## src/rtl/exec_sequencer_if.sv

```systemverilog
// exec_sequencer_if: instruction-memory fetch handshake between sequencer and memory
interface exec_sequencer_if #(
    parameter int WIDTH    = 32,
    parameter int PC_WIDTH = 8
);
    logic                imem_req;
    logic [PC_WIDTH-1:0] imem_addr;
    logic                imem_ack;
    logic [WIDTH-1:0]    imem_data;
    modport master (output imem_req, output imem_addr, input imem_ack, input imem_data);
    modport slave  (input imem_req, input imem_addr, output imem_ack, output imem_data);
endinterface

```

## src/rtl/exec_sequencer.sv

```systemverilog
// exec_sequencer: multi-cycle fetch/decode/read/exec/writeback instruction sequencer
module exec_sequencer #(
    parameter int WIDTH    = 32,
    parameter int PC_WIDTH = 8,
    parameter int ALU_LAT  = 1
) (
    input  logic                iClk,
    input  logic                iRstN,
    input  logic                iStart,
    input  logic                iStop,
    exec_sequencer_if.master    imem,
    output logic [6:0]          opcode,
    output logic [4:0]          RD,
    output logic [2:0]          Funct3,
    output logic [4:0]          RS1,
    output logic [4:0]          RS2,
    output logic [6:0]          Funct7,
    output logic                rf_rd_en,
    output logic                alu_en,
    output logic                rf_we,
    output logic                oBusy,
    output logic                oHalted,
    output logic                oIllegal,
    output logic [15:0]         oRetired,
    output logic [PC_WIDTH-1:0] pc
);
    typedef enum logic [2:0] {IDLE, FETCH, DECODE, READ, EXEC, WB, HALT} state_t;

    state_t              state_q, state_d;
    logic [WIDTH-1:0]    ir_q, ir_d;
    logic [PC_WIDTH-1:0] pc_q, pc_d;
    logic [15:0]         ret_q, ret_d;
    logic [3:0]          cnt_q, cnt_d;
    logic                stop_q, stop_d;
    logic                ill_q, ill_d;
    logic                stop_now;
    logic [6:0]          op;

    assign op = ir_q[6:0];

    // next-state, instruction latch, pc/retire update and stop tracking
    always_comb begin
        state_d  = state_q;
        ir_d     = ir_q;
        pc_d     = pc_q;
        ret_d    = ret_q;
        ill_d    = ill_q;
        cnt_d    = '0;
        stop_now = stop_q | (iStop && state_q != IDLE && state_q != HALT);
        stop_d   = stop_now;
        case (state_q)
            IDLE:    state_d = (iStart && !iStop) ? FETCH : IDLE;
            FETCH: begin
                ir_d    = imem.imem_ack ? imem.imem_data : ir_q;
                state_d = imem.imem_ack ? DECODE : FETCH;
            end
            DECODE: begin
                state_d = (op == 7'h33 || op == 7'h13) ? READ : HALT;
                ill_d   = (op == 7'h33 || op == 7'h13) ? ill_q : (op != 7'h73);
            end
            READ:    state_d = EXEC;
            EXEC: begin
                state_d = (cnt_q == 4'(ALU_LAT - 1)) ? WB : EXEC;
                cnt_d   = (cnt_q == 4'(ALU_LAT - 1)) ? 4'd0 : cnt_q + 4'd1;
            end
            WB: begin
                pc_d    = pc_q + PC_WIDTH'(4);
                ret_d   = ret_q + 16'(ret_q != 16'hFFFF);
                state_d = stop_now ? IDLE : FETCH;
            end
            default: ;
        endcase
        if (state_d == IDLE) stop_d = 1'b0;
    end

    // state registers, cleared asynchronously by reset
    always_ff @(posedge iClk or negedge iRstN) begin
        if (!iRstN) begin
            state_q <= IDLE;
            ir_q    <= '0;
            pc_q    <= '0;
            ret_q   <= '0;
            cnt_q   <= '0;
            stop_q  <= 1'b0;
            ill_q   <= 1'b0;
        end else begin
            state_q <= state_d;
            ir_q    <= ir_d;
            pc_q    <= pc_d;
            ret_q   <= ret_d;
            cnt_q   <= cnt_d;
            stop_q  <= stop_d;
            ill_q   <= ill_d;
        end
    end

    assign imem.imem_req  = state_q == FETCH;
    assign imem.imem_addr = pc_q;
    assign opcode         = ir_q[6:0];
    assign RD             = ir_q[11:7];
    assign Funct3         = ir_q[14:12];
    assign RS1            = ir_q[19:15];
    assign RS2            = ir_q[24:20];
    assign Funct7         = ir_q[31:25];
    assign rf_rd_en       = state_q == READ;
    assign alu_en         = state_q == EXEC;
    assign rf_we          = state_q == WB && ir_q[11:7] != 5'd0;
    assign oBusy          = state_q != IDLE && state_q != HALT;
    assign oHalted        = state_q == HALT;
    assign oIllegal       = state_q == HALT && ill_q;
    assign oRetired       = ret_q;
    assign pc             = pc_q;
endmodule

```

## src/flat_wrapper.sv

```systemverilog
// flat-port wrapper written by rule: the top's interface ports become plain ports
module exec_sequencer_flat 
#(
    parameter int WIDTH    = 32,
    parameter int PC_WIDTH = 8,
    parameter int ALU_LAT  = 1
)
  (iClk, iRstN, iStart, iStop, opcode, RD, Funct3, RS1, RS2, Funct7, rf_rd_en, alu_en, rf_we, oBusy, oHalted, oIllegal, oRetired, pc, imem_imem_req, imem_imem_addr, imem_imem_ack, imem_imem_data);
  exec_sequencer_if #(.WIDTH(WIDTH), .PC_WIDTH(PC_WIDTH)) imem_i ();
  input  logic iClk;
  input  logic iRstN;
  input  logic iStart;
  input  logic iStop;
  output logic [6:0] opcode;
  output logic [4:0] RD;
  output logic [2:0] Funct3;
  output logic [4:0] RS1;
  output logic [4:0] RS2;
  output logic [6:0] Funct7;
  output logic rf_rd_en;
  output logic alu_en;
  output logic rf_we;
  output logic oBusy;
  output logic oHalted;
  output logic oIllegal;
  output logic [15:0] oRetired;
  output logic [PC_WIDTH-1:0] pc;
  output wire logic [$bits(imem_i.imem_req)-1:0] imem_imem_req;
  output wire logic [$bits(imem_i.imem_addr)-1:0] imem_imem_addr;
  input wire logic [$bits(imem_i.imem_ack)-1:0] imem_imem_ack;
  input wire logic [$bits(imem_i.imem_data)-1:0] imem_imem_data;
  assign imem_imem_req = imem_i.imem_req;
  assign imem_imem_addr = imem_i.imem_addr;
  assign imem_i.imem_ack = imem_imem_ack;
  assign imem_i.imem_data = imem_imem_data;
  exec_sequencer #(.WIDTH(WIDTH), .PC_WIDTH(PC_WIDTH), .ALU_LAT(ALU_LAT)) u_core (.iClk(iClk), .iRstN(iRstN), .iStart(iStart), .iStop(iStop), .imem(imem_i), .opcode(opcode), .RD(RD), .Funct3(Funct3), .RS1(RS1), .RS2(RS2), .Funct7(Funct7), .rf_rd_en(rf_rd_en), .alu_en(alu_en), .rf_we(rf_we), .oBusy(oBusy), .oHalted(oHalted), .oIllegal(oIllegal), .oRetired(oRetired), .pc(pc));
endmodule
```

## config.mk

```make
export PLATFORM = sky130hd
export DESIGN_NAME = exec_sequencer_flat
export DESIGN_NICKNAME = d
export VERILOG_FILES = /design/src/rtl/exec_sequencer_if.sv /design/src/rtl/exec_sequencer.sv /design/src/flat_wrapper.sv
export SDC_FILE = /design/constraint.sdc
export NUM_CORES = 1
export LEC_CHECK = 0
export ABC_CLOCK_PERIOD_IN_PS = 2000
export CAP_MARGIN = 5
export CORE_ASPECT_RATIO = 0.8
export CORE_MARGIN = 2
export CORE_UTILIZATION = 40
export DETAILED_ROUTE_END_ITERATION = 8
export GPL_ROUTABILITY_DRIVEN = 0
export HOLD_SLACK_MARGIN = 0.1
export PLACE_DENSITY_LB_ADDON = 0.1
export SETUP_SLACK_MARGIN = 0.1
export SYNTH_ARGS = -nofsm -noshare
export SYNTH_HDL_FRONTEND = slang
export SYNTH_SLANG_ARGS = --single-unit
export TNS_END_PERCENT = 50
```

## constraint.sdc

```tcl
create_clock -name iClk -period 2 [get_ports iClk]
set_clock_uncertainty 0.2 [all_clocks]
set_input_delay 0.2 -clock iClk [delete_from_list [all_inputs] [get_ports iClk]]
set_output_delay 0.2 -clock iClk [all_outputs]
set_load 0.02 [all_outputs]
```

Word-level counts from Yosys, hierarchy flattened
Cells that the tools add are included.
{"block": "op_classes", "add_sub_neg": 3, "n_eq_ne": 11, "mux": 9, "bitwise_logic": 2, "n_reduce_logical": 15}
{"op": "3-bit one-hot mux with 6 select lines", "count": 1}
{"op": "16-bit by 1-bit adder with 16-bit output", "count": 1}
{"op": "16-bit != test (second input constant)", "count": 1}
{"op": "3-bit equality test (second input constant)", "count": 3}
{"op": "8-bit by 3-bit adder with 8-bit output (second input constant)", "count": 1}
{"op": "4-bit 2-to-1 mux", "count": 2}
{"op": "7-bit by 5-bit equality test with 1-bit output (second input constant)", "count": 1}
{"op": "7-bit by 6-bit equality test with 1-bit output (second input constant)", "count": 1}
{"op": "7-bit != test (second input constant)", "count": 1}
{"op": "3-bit by 2-bit equality test with 1-bit output (second input constant)", "count": 2}
{"op": "1-bit logical AND", "count": 6}
{"op": "3-bit zero test", "count": 2}
{"op": "5-bit nonzero test", "count": 1}
{"op": "4-bit by 1-bit adder with 4-bit output (second input constant)", "count": 1}
{"op": "4-bit zero test", "count": 1}
{"op": "1-bit 2-to-1 mux", "count": 4}
{"op": "2-bit AND reduction", "count": 2}
{"op": "3-bit by 1-bit equality test with 1-bit output (second input constant)", "count": 1}
{"op": "3-bit 2-to-1 mux", "count": 1}
{"op": "3-bit != test (second input constant)", "count": 1}
{"op": "3-bit nonzero test", "count": 1}
{"op": "2-bit 2-to-1 mux", "count": 1}
{"op": "1-bit zero test", "count": 1}
{"op": "1-bit logical OR", "count": 1}
{"op": "other kinds (2)", "count": 2}
{"block": "totals", "regBits": 65, "input_bits": 37, "out_inout_bits": 71}

Longest topological paths before layout
{"block": "logic_depth", "depth_word": 8, "mapped_depth": 9}

Worst setup path after synthesis
No wires, ideal clock.
{"block": "synth_timing", "path_kind": "register to register", "startpoint": "register u_core.ret_q[4], in the netlist u_core.oRetired[4]", "endpoint": "register u_core.ret_q[8], in the netlist u_core.oRetired[8]", "setup_ns": 0.135, "t_arrival_ns": 1.961, "required_ns": 1.665, "path_slack_ns": -0.296, "path_stages_with_launch": 10, "cell_sequence": "dfrtp_1 nand3_1 nor4_1 nand4_1 ha_1 ha_1 nand3_1 nor2_1 and3_1 xor2_1"}
{"block": "synth_between", "elab_chain_len": 2}
{"item": "start, declared", "line_no": "exec_sequencer.sv:32", "source": "logic [15:0] ret_q, ret_d;"}
{"item": "start signal, assigned", "line_no": "exec_sequencer.sv:90", "source": "ret_q <= ret_d;"}
{"item": "16-bit != test", "line_no": "exec_sequencer.sv:68", "source": "ret_d = ret_q + 16'(ret_q != 16'hFFFF);"}
{"item": "16-bit by 1-bit adder with 16-bit output (*)", "line_no": "exec_sequencer.sv:68"}
Mark *: on every way between the ends. The rest lies on a longest branch, timed or not.
A chain may end at the register's enable or synchronous reset.

Final worst setup path
{"block": "layout_timing", "startpoint": "register u_core.ret_q[8], in the netlist u_core.oRetired[8]", "endpoint": "register u_core.ret_q[8], in the netlist u_core.oRetired[8]"}
Same word-level chain as after synthesis.

==> reports/qor.yml <==
synth_area_leaders: "dfrtp_1, mux2_2, xnor2_1, buf_4, nand2_1"
cp_max_fo: 3
yosysUniqueCellTypes: 40
power.internal_w: 0.00395
antenna_found_initial: 0
cts_tree: "done"
synthArstFlopShare: 1.00
yosysWarnings: 0
design.die.area_um2: 7950
fp.coreArea_um2: 6960
drt-total-wl_um: 6560
cp.arrival_ns: 2.09
netlist_area_um2: 2900
swShare: 0.362
drc_errors: 0
diodes: 0
cp.required_ns: 2.03
grt_pass1_wl_um: 10400
final_util: 0.652
synth_common_cells: "dfrtp_1, mux2_2, nand2_1"
power_density_nw_per_um2: 1370
cts_buffers: 9
p_sw_w: 0.00224
fillers: 574
dp.cells: 436
wl_per_cell_um: 14.3
first_pass_iters: 4
synth_ff_type: "dfrtp_1"
grt_max_degree: 35
postSynthAreaPerCell_um2: 12.4
clock_path_buffers: 2
pwr-share-clk: 0.174
endpoint_kind: "register"
rows: 27
p_seq_frac: 0.339
fp.dieH_um: 80.1
combPwrFrac: 0.487
synth_edf_count: 0
fin_nets: 408
grt_pass1_vias: 2219
failed_checks: "setup timing"
rsz0062_at_grt: "true"
clkTransAtPathRegs_ns: 0.06
yosys.area.top_type: "dfrtp_1"
setup.worst_path.start_class: "register"
status: "complete, but fails checks"
htree_levels: 3
synthCells: 234
avgViaCountPerCell: 4.79
synth_top_area_frac: 0.544
max_freq_mhz: 484
yosysSeqAreaShare: 0.544
dp_hpwl_um: 4730
instances_no_fill: 458
dieWidth_um: 99.2
initialDrtViolationCount: 82
maxSlewViolCount: 0
track_usage: 0.171
clock_latency_ns: 0.34
drtAntennaViolNets: 0
post-route-period-util: 1.03
maxCapViolations: 0
vias: 2192
ys_seq_elements: 63
io_buffers: 103
root_buffer: "clkbuf_8"
finalSetupViolCount: 10
layout-drive-gt1-share: 0.334
hp-class: "in2async"
power.leakage_nw: 2.08
period_needed_ns: 2.07
syn_to_final_growth_pct: 56.5
timing_hold_violations_final: 0
crit_type: "reg2reg"
timing.hold.ws_ns: 0.146
ir_worst_vdd_uv: 789
start_util: 0.417
grt-ovfl-total: 0
numClockSinks: 63
synth.most_common_cell: "dfrtp_1"
finalWorstSetupSlack_ns: -0.0659
io_pins: 108
## sequential cells by signal, summed over array words and instances, names as in the netlist
signal	cells
u_core.cnt_q	4
u_core.ill_q	1
u_core.oRetired	16
u_core.imem.imem_addr	6
u_core.state_q	3
u_core.ir_q	32
u_core.stop_q	1
## placed cells by master (no fill, tap or decap), types with 7 or more instances in the layout
cell type,n
buf_4,30
clkbuf_8,10
clkdlybuf4s50_1,90
dfrtp_1,50
dfrtp_2,13
mux2_2,33
nand2_1,15
nand4_1,7
nor2_1,7
xnor2_1,11
## repair_timing
action	in CTS	in global routing
setup buffers	1	4
hold buffers	1	0
setup endpoints to repair	19	21
endpoints found under the hold margin	63	0
pin swaps	10	8
resized for setup	21	24
## worst max-delay path, stage by stage (launching register included)
cell and delay [ns]:
dfrtp_2 0.39, nand3_4 0.10, nor4_4 0.30, nand4_1 0.15, ha_2 0.22, ha_4 0.17, nand3_4 0.09, nor2_4 0.05
and3_4 0.16, xor2_1 0.13
## worst paths after layout
| kind | from | end | slack, ns | depth (start not counted) |
|---|---|---|---|---|
| worst max-delay path | u_core.oRetired[8]$_DFFE_PN0P_ | u_core.oRetired[8]$_DFFE_PN0P_ | -0.07 | 9 |
| worst min-delay path | iRstN | u_core.imem.imem_addr[7]$_DFFE_PN0P_ | 0.15 | 2 |
| worst max register to register | u_core.oRetired[8]$_DFFE_PN0P_ | u_core.oRetired[8]$_DFFE_PN0P_ | -0.07 | 9 |
| worst min register to register | u_core.imem.imem_addr[7]$_DFFE_PN0P_ | u_core.imem.imem_addr[7]$_DFFE_PN0P_ | 0.29 | 1 |
| max in group asynchronous | iRstN | u_core.oRetired[13]$_DFFE_PN0P_ | 0.89 | 3 |
| min in group iClk | imem_imem_data[19] | u_core.ir_q[19]$_DFFE_PN0P_ | 0.26 | 2 |
## power by group through the flow
stage	Combinational, W	Clock, W	Sequential [W]
3_5_place_dp	0.00299	0	0.00211
6_report	0.00301	0.00108	0.00210
5_1_grt	0.00324	0.00117	0.00218
4_1_cts	0.00301	0.00111	0.00210
2_1_floorplan	0.00112	0	0.00259
3_3_place_gp	0.00296	0	0.00209
## final cells by class
cell class,count,area (µm²),share of cell area
flip-flops and latches,63,1590,0.351
well taps,87,109,0.0240
clock buffers,13,149,0.0328
inverters,4,15.0,0.00331
repair buffers,137,1320,0.291
clock inverters,3,42.5,0.00938
multi-input cells,151,1310,0.289
## cells by family (layout without fill, tap and decap cells)
logic type | after synthesis | count (layout) | share of synthesized area
other | 1 | 4 | 0.00129
DFF | 63 | 63 | 0.544
muxes | 34 | 34 | 0.132
xor gates and xnor gates | 20 | 20 | 0.0656
adders and majority gates | 5 | 5 | 0.0216
AOI/OAI and AO/OA | 11 | 11 | 0.0246
and+or+nand+nor | 77 | 77 | 0.157
buffers and inverters | 23 | 157 | 0.0548
## layer usage
layer,up-vias,wire (µm),track usage
met1,1046,2690,0.198
met3,9,686,0.0966
met4,0,97,0.0575
met2,80,3090,0.270
li1,1057,-,-
met5,-,0,0
## stage by stage
step	worst slack (ns)	TNS [ns]	cell area (µm²)	total power [W]
floorplan	-0.0883	-0.242	2950	0.00371
global placement	-0.0402	-0.232	4180	0.00505
detailed placement	-0.0859	-0.603	4180	0.00510
CTS	-0.0771	-0.480	4430	0.00622
global route	-0.178	-1.76	4540	0.00660
finish	-0.0659	-0.512	4540	0.00620
(Power assumes the default switching activity.)
